File: src/rtl/audio_sample_fifo_feeder.sv
`default_nettype none
// ============================================================================
// audio_sample_fifo_feeder : gain/mute-ramped stereo PCM packer feeding the
// audio sample FIFO, with a one-entry backpressure hold and drop counter.
// Optional build macro: AUDIO_FEEDER_DITHER_EN (LFSR dither before >>>7).
// Rev 1.0
// ============================================================================
module audio_sample_fifo_feeder #(
  parameter int SAMPLE_WIDTH     = 16,
  parameter int RAMP_STEP        = 4,
  parameter int DROP_COUNT_WIDTH = 8
) (
  input  logic                        audioClock_i,
  input  logic                        reset_i,
  input  logic                        sampleEnable_i,
  input  logic [SAMPLE_WIDTH-1:0]     leftSample_i,
  input  logic [SAMPLE_WIDTH-1:0]     rightSample_i,
  input  logic [7:0]                  gain_i,
  input  logic                        mute_i,
  input  logic                        fifoFull_i,
  output logic                        fifoWriteEnable_o,
  output logic [2*SAMPLE_WIDTH-1:0]   fifoWriteData_o,
  output logic [7:0]                  rampLevel_o,
  output logic [DROP_COUNT_WIDTH-1:0] overflowCount_o
);

  localparam int                          c_PROD_W   = 2*SAMPLE_WIDTH + 1;
  localparam int                          c_WORD_W   = 2*SAMPLE_WIDTH;
  localparam logic [7:0]                  c_UNITY    = 8'd128;
  localparam logic [8:0]                  c_STEP     = 9'(RAMP_STEP);
  localparam logic [DROP_COUNT_WIDTH-1:0] c_DROP_MAX = '1;

  typedef enum logic [1:0] {
    ST_STEADY    = 2'd0,
    ST_RAMP_UP   = 2'd1,
    ST_RAMP_DOWN = 2'd2,
    ST_MUTED     = 2'd3
  } ramp_state_e;

  ramp_state_e                  state_q, state_d;
  logic [7:0]                   level_q, level_d;
  logic [7:0]                   w_target;
  logic [8:0]                   w_up_sum;
  logic [7:0]                   w_level_up, w_level_dn, w_level_next;

  logic                         s1_valid_q;
  logic [SAMPLE_WIDTH-1:0]      s1_left_q, s1_right_q;
  logic [7:0]                   s1_level_q;
  logic [6:0]                   w_dither;

  logic                         s2_valid_q;
  logic [c_WORD_W-1:0]          s2_word_q;

  logic                         hold_valid_q, hold_valid_d;
  logic [c_WORD_W-1:0]          hold_word_q, hold_word_d;
  logic [DROP_COUNT_WIDTH-1:0]  ovf_q, ovf_d;
  logic                         w_drop;

  // sample * {0,level} with optional dither, arithmetic >>>7, truncated
  function automatic logic [SAMPLE_WIDTH-1:0] scale(
    input logic [SAMPLE_WIDTH-1:0] sample,
    input logic [7:0]              level,
    input logic [6:0]              dither
  );
    logic signed [c_PROD_W-1:0] s_ext;
    logic signed [c_PROD_W-1:0] l_ext;
    logic signed [c_PROD_W-1:0] d_ext;
    logic signed [c_PROD_W-1:0] acc;
    s_ext = c_PROD_W'($signed(sample));
    l_ext = c_PROD_W'({1'b0, level});
    d_ext = c_PROD_W'(dither);
    acc   = s_ext * l_ext;
    acc   = acc + d_ext;
    acc   = acc >>> 7;
    return acc[SAMPLE_WIDTH-1:0];
  endfunction

  // ---------------------------------------------------------------- ramp FSM
  always_comb begin
    w_target = '0;
    if (!mute_i) begin
      w_target = (gain_i > c_UNITY) ? c_UNITY : gain_i;
    end
  end

  assign w_up_sum   = {1'b0, level_q} + c_STEP;
  assign w_level_up = (w_up_sum >= {1'b0, w_target}) ? w_target : w_up_sum[7:0];
  assign w_level_dn = ({1'b0, level_q} <= ({1'b0, w_target} + c_STEP)) ?
                      w_target : (level_q - c_STEP[7:0]);

  always_comb begin
    state_d      = state_q;
    level_d      = level_q;
    w_level_next = level_q;
    if (sampleEnable_i) begin
      case (state_q)
        ST_STEADY: begin
          if (w_target > level_q)      state_d = ST_RAMP_UP;
          else if (w_target < level_q) state_d = ST_RAMP_DOWN;
        end
        ST_MUTED: begin
          if (w_target != 8'd0) state_d = ST_RAMP_UP;
        end
        ST_RAMP_UP, ST_RAMP_DOWN: begin
          // Move toward the live target so a reversal never overshoots it
          if (w_target > level_q)      w_level_next = w_level_up;
          else if (w_target < level_q) w_level_next = w_level_dn;
          level_d = w_level_next;
          if (w_level_next == w_target)
            state_d = (w_target == 8'd0) ? ST_MUTED : ST_STEADY;
          else
            state_d = (w_target > level_q) ? ST_RAMP_UP : ST_RAMP_DOWN;
        end
        default: begin
          state_d = ST_MUTED;
          level_d = '0;
        end
      endcase
    end
  end

  always_ff @(posedge audioClock_i or posedge reset_i) begin
    if (reset_i) begin
      state_q <= ST_RAMP_UP;
      level_q <= '0;
    end else begin
      state_q <= state_d;
      level_q <= level_d;
    end
  end

  // ----------------------------------------------------------- capture stage
  always_ff @(posedge audioClock_i or posedge reset_i) begin
    if (reset_i) begin
      s1_valid_q <= 1'b0;
      s1_left_q  <= '0;
      s1_right_q <= '0;
      s1_level_q <= '0;
    end else begin
      s1_valid_q <= sampleEnable_i;
      if (sampleEnable_i) begin
        s1_left_q  <= leftSample_i;
        s1_right_q <= rightSample_i;
        s1_level_q <= level_q;
      end
    end
  end

`ifdef AUDIO_FEEDER_DITHER_EN
  logic [15:0] lfsr_q;
  logic [6:0]  s1_dither_q;

  always_ff @(posedge audioClock_i or posedge reset_i) begin
    if (reset_i) begin
      lfsr_q      <= 16'hACE1;
      s1_dither_q <= '0;
    end else if (sampleEnable_i) begin
      lfsr_q      <= {lfsr_q[14:0], lfsr_q[15] ^ lfsr_q[13] ^ lfsr_q[12] ^ lfsr_q[10]};
      s1_dither_q <= lfsr_q[6:0];
    end
  end

  assign w_dither = s1_dither_q;
`else
  assign w_dither = '0;
`endif

  // -------------------------------------------------------- multiply stage
  always_ff @(posedge audioClock_i or posedge reset_i) begin
    if (reset_i) begin
      s2_valid_q <= 1'b0;
      s2_word_q  <= '0;
    end else begin
      s2_valid_q <= s1_valid_q;
      if (s1_valid_q) begin
        s2_word_q <= {scale(s1_left_q,  s1_level_q, w_dither),
                      scale(s1_right_q, s1_level_q, w_dither)};
      end
    end
  end

  // ----------------------------------------------------------- write stage
  // The held word is always older than the stage-2 word, so it goes first.
  assign fifoWriteEnable_o = !fifoFull_i && (hold_valid_q || s2_valid_q);
  assign fifoWriteData_o   = hold_valid_q ? hold_word_q : s2_word_q;

  always_comb begin
    hold_valid_d = hold_valid_q;
    hold_word_d  = hold_word_q;
    w_drop       = 1'b0;
    if (hold_valid_q) begin
      if (!fifoFull_i) begin
        hold_valid_d = s2_valid_q;
        if (s2_valid_q) hold_word_d = s2_word_q;
      end else if (s2_valid_q) begin
        w_drop = 1'b1;
      end
    end else if (s2_valid_q && fifoFull_i) begin
      hold_valid_d = 1'b1;
      hold_word_d  = s2_word_q;
    end
  end

  always_comb begin
    ovf_d = ovf_q;
    if (w_drop && (ovf_q != c_DROP_MAX)) ovf_d = ovf_q + 1'b1;
  end

  always_ff @(posedge audioClock_i or posedge reset_i) begin
    if (reset_i) begin
      hold_valid_q <= 1'b0;
      hold_word_q  <= '0;
      ovf_q        <= '0;
    end else begin
      hold_valid_q <= hold_valid_d;
      hold_word_q  <= hold_word_d;
      ovf_q        <= ovf_d;
    end
  end

  assign rampLevel_o     = level_q;
  assign overflowCount_o = ovf_q;

endmodule
`default_nettype wire

File: config.mk
export PLATFORM = sky130hd
export DESIGN_NAME = audio_sample_fifo_feeder
export DESIGN_NICKNAME = d
export VERILOG_FILES = /design/src/rtl/audio_sample_fifo_feeder.sv
export SDC_FILE = /design/constraint.sdc
export NUM_CORES = 1
export LEC_CHECK = 0
export ABC_AREA = 0
export ABC_CLOCK_PERIOD_IN_PS = 10300
export CAP_MARGIN = 20
export CORE_MARGIN = 10
export CORE_UTILIZATION = 45
export CTS_CLUSTER_SIZE = 30
export DETAILED_ROUTE_END_ITERATION = 8
export PLACE_DENSITY = 0.74
export REMOVE_ABC_BUFFERS = 1
export SYNTH_ARGS = -nofsm -noshare
export SYNTH_HDL_FRONTEND = slang
export SYNTH_SLANG_ARGS = --single-unit
File: constraint.sdc
create_clock -name audioClock_i -period 10.3 [get_ports audioClock_i]
set_input_delay 2.575 -clock audioClock_i [delete_from_list [all_inputs] [get_ports audioClock_i]]
set_output_delay 2.575 -clock audioClock_i [all_outputs]
set_load 0.01 [all_outputs]
==> out/summary.md <==
• **status** complete, no violations
• **cell types with the largest area share after synthesis** sky130_fd_sc_hd__fa_1 26%, sky130_fd_sc_hd__dfrtp_1 21%, sky130_fd_sc_hd__mux2_2 9.8%, sky130_fd_sc_hd__ha_1 9.6%, sky130_fd_sc_hd__inv_1 6.8%
• **Period minus WS final** 7120 ps
• **Core Area** 32400 µm²
• **Worst Path Max Fanout** 9
• **Clock Sinks** 125
• **last weighted congestion value of the routability-driven placer** 0.883
• **initial antenna violation count** 0
• **Critical Path End Type** flip-flop
• **Remaining Overflow, GRT** 0
• **Post-Place Cells** 1983
• **Final setup violation count** 0
• **global-route wire length before repair** 60.7 mm
• **post_cts resized** 0
• **CP arrival** 7490 ps
• **full die area** 40200 µm²
• **number of synthesized flops with an enable pin** 0
• **count of unique library cells instantiated by Yosys** 65
• **sequence of cells on the critical path** clkdlybuf4s50_1, nor2_1, nand2_1, inv_1, ha_1, nand2_1, nor3_1, xnor2_1, ha_1, nand3_1, nand2_1, nor4_1, o211ai_1, nand2_1, o32ai_1, a2111oi_0, nand4_1, mux2i_1, o21ai_0
• **final clock skew** 8.83 ps
• **kind of start point of the critical path** input port
• **path type of the worst min-delay path** flip-flop to flip-flop
• **initial standard-cell utilization of the core** 45.3%
• **H-tree level count** 4
• **Inserted Diodes** 0
• **fin. max-slew vios** 0
• **Initial DRT Pass Iterations** 5
• **root buffer cell** sky130_fd_sc_hd__clkbuf_16
• **buffers plus inverters on the worst setup path** 2
• **Total Negative Setup Slacks** 0 ps
• **cell family with most CP delay** simple AND/OR/NAND/NOR gates
• **combined global-route utilization of all metal layers** 18.6%
• **via/cell ratio** 5.20
• **floorplan die height** 201 µm
• **worst relative slew slack** 29.5%
• **number of standard cells in the layout, taps in and fillers out** 2016
• **maximum number of pins on one net before global-route repair** 69
• **Critical Path RT** 10660 ps
• **proportion of synthesized chip area in sequential cells** 21.3%
• **critical path class** input port to flip-flop
• **Num CTS Buffers** 17
• **clk_lat worst skew** 440 ps
• **max incr delay on CP** 590 ps
• **drt first-iter violations** 504
• **share of flip-flops with an asynchronous set or reset after synthesis** 100%
• **Max-Cap Viols** 0
• **Final #Nets** 1910
• **Wirelength per Cell** 17.5 µm
• **fraction of synthesized cell area taken by the top area cell type** 26.2%
• **number of filler instances in the final layout** 2908
• **final wirelength** 35.2 mm
• **gate count of the mapped netlist** 1489
• **transition at the pin with the smallest max-transition slack** 1060 ps
• **most instantiated flip-flop cell in the synthesis netlist** sky130_fd_sc_hd__dfrtp_1
• **maximum achievable frequency** 0.140 GHz
• **RSZ-0062 raised after global routing** false
• **clock-pin slew of the registers on the worst-case setup and hold paths** 60 ps
• **post-CTS setup buffers** 0
• **vias in the first global route** 11638
• **IO buf count** 93
• **slowest stage cell, crit path** sky130_fd_sc_hd__nor4_1
• **growth of design area from synthesis to finish** 14.2%
• **number of synthesized register bits** 125
• **count of yosys warnings during synthesis** 0
• **Syn Std Cell Area** 14700 µm²
• **hold buffers post-CTS** 0
• **fraction of final layout cells with drive strength greater than 1** 11.8%
• **final hold violations** 0
• **number of top-level design ports** 94
• **DRC violation count after routing** 0
• **Clock Path Buffers** 2
• **mean cell area of the mapped netlist** 9.85 µm²
• **floorplan die width** 201 µm
• **total half-perimeter wirelength after legalization and detailed placement** 26.3 mm
• **number of placement rows** 66
• **CTS tree** built
• **cell types with the highest counts after synthesis** 267 x sky130_fd_sc_hd__inv_1, 192 x sky130_fd_sc_hd__fa_1, 158 x sky130_fd_sc_hd__and2_1
• **cell accounting for the most synthesized area** sky130_fd_sc_hd__fa_1
• **cell repeated most along the worst path** sky130_fd_sc_hd__nand2_1
• **fin util** 51.7%
• **part of the cycle the worst path needs** 69.2%
• **final antenna-violating net count** 0
• **dominant cell by count in the synthesized netlist** sky130_fd_sc_hd__inv_1
• **total vias in the final route** 10482
==> registers in the layout, indices dropped and copies added (netlist names) <==
| signal | count |
|---|---|
| hold_valid_q | 1 |
| hold_word_q | 32 |
| overflowCount_o | 8 |
| rampLevel_o | 8 |
| s1_left_q | 16 |
| s1_level_q | 8 |
| s1_right_q | 16 |
| s1_valid_q | 1 |
| s2_valid_q | 1 |
| s2_word_q | 32 |
| state_q | 2 |
==> path summary, 6_finish.rpt <==
kind                                           start                           to  slack, ps  depth (start not counted)
setup / recovery                           gain_i[7]       state_q[0]$_DFFE_PP1P_       3180                         19
hold / removal             s2_word_q[25]$_DFFE_PP0P_    s2_word_q[25]$_DFFE_PP0P_        500                          2
setup reg to reg           s1_level_q[5]$_DFFE_PP0P_    s2_word_q[31]$_DFFE_PP0P_       4170                         17
hold reg to reg            s2_word_q[25]$_DFFE_PP0P_    s2_word_q[25]$_DFFE_PP0P_        500                          2
max in group asynchronous                    reset_i    s1_right_q[5]$_DFFE_PP0P_       6500                          3
min in group asynchronous                    reset_i  hold_word_q[12]$_DFFE_PP0P_       2590                          2
==> placed cells by master (no fill, tap or decap), types with 5 or more instances in the layout <==
cell,count
sky130_fd_sc_hd__ha_1,112
sky130_fd_sc_hd__dfrtp_1,123
sky130_fd_sc_hd__and4_1,5
sky130_fd_sc_hd__nand4_1,5
sky130_fd_sc_hd__bufinv_16,5
sky130_fd_sc_hd__a21o_1,11
sky130_fd_sc_hd__and3_1,9
sky130_fd_sc_hd__fa_1,192
sky130_fd_sc_hd__nand3_1,24
sky130_fd_sc_hd__nand2_1,141
sky130_fd_sc_hd__clkbuf_8,5
sky130_fd_sc_hd__nor3_1,17
sky130_fd_sc_hd__o31ai_1,9
sky130_fd_sc_hd__clkbuf_16,17
sky130_fd_sc_hd__xnor2_1,46
sky130_fd_sc_hd__buf_4,11
sky130_fd_sc_hd__xor2_1,11
sky130_fd_sc_hd__o21ai_0,24
sky130_fd_sc_hd__clkdlybuf4s50_1,92
sky130_fd_sc_hd__a31oi_1,6
sky130_fd_sc_hd__nand2b_1,6
sky130_fd_sc_hd__a211oi_1,5
sky130_fd_sc_hd__nor2b_1,5
sky130_fd_sc_hd__nor2_1,30
sky130_fd_sc_hd__a21oi_1,28
sky130_fd_sc_hd__inv_1,266
sky130_fd_sc_hd__mux2_2,128
sky130_fd_sc_hd__and2_1,158
==> kinds of logic after synthesis <==
family	share of synthesized area (%)
xor+xnor	3.41
simple gates	14.6
compound gates	6.46
flops	21.3
mux	10.1
buf+inv	8.17
fa+ha+maj	35.8
==> worst register-to-register path, delay by kind of cell (launching register included) <==
kind	cells	cell delay, ps
AO/OA/AOI/OAI	6	1360
adder cells (fa/ha/maj)	5	2280
buffers and inverters	2	120
AND/OR/NAND/NOR	4	1200
flip-flops	1	1040
==> metrics by stage <==
step           hold slack [ps]  setup slack (ps)  cell area [µm²]
4_1_cts                    500              3220            16700
6_report                   498              3180            16700
3_5_place_dp               488              2750            16000
3_3_place_gp               481              2780            16000
2_1_floorplan              463              4170            14500
5_1_grt                    513              2710            16700
==> routing by layer <==
layer	routed length [µm]	vias to the layer above	GRT usage, %
met1	15500	5353	23.2
met2	18000	195	32.5
met5	0	-	0
li1	-	4905	-
met4	422	0	4.65
met3	1340	29	3.21
==> cell type report <==
type	instances	area (µm²)	area share, %
Inverter	267	1010	6.02
Multi-Input combinational cell	1045	10300	61.7
Sequential cell	125	3130	18.7
Timing Repair Buffer	105	1040	6.19
Clock inverter	10	183	1.09
Clock buffer	22	494	2.95
Tap cell	442	553	3.30
Power is left out: the tool's default activity adds up to more than one toggle a clock period on the data nets, which glitch-free logic cannot reach.
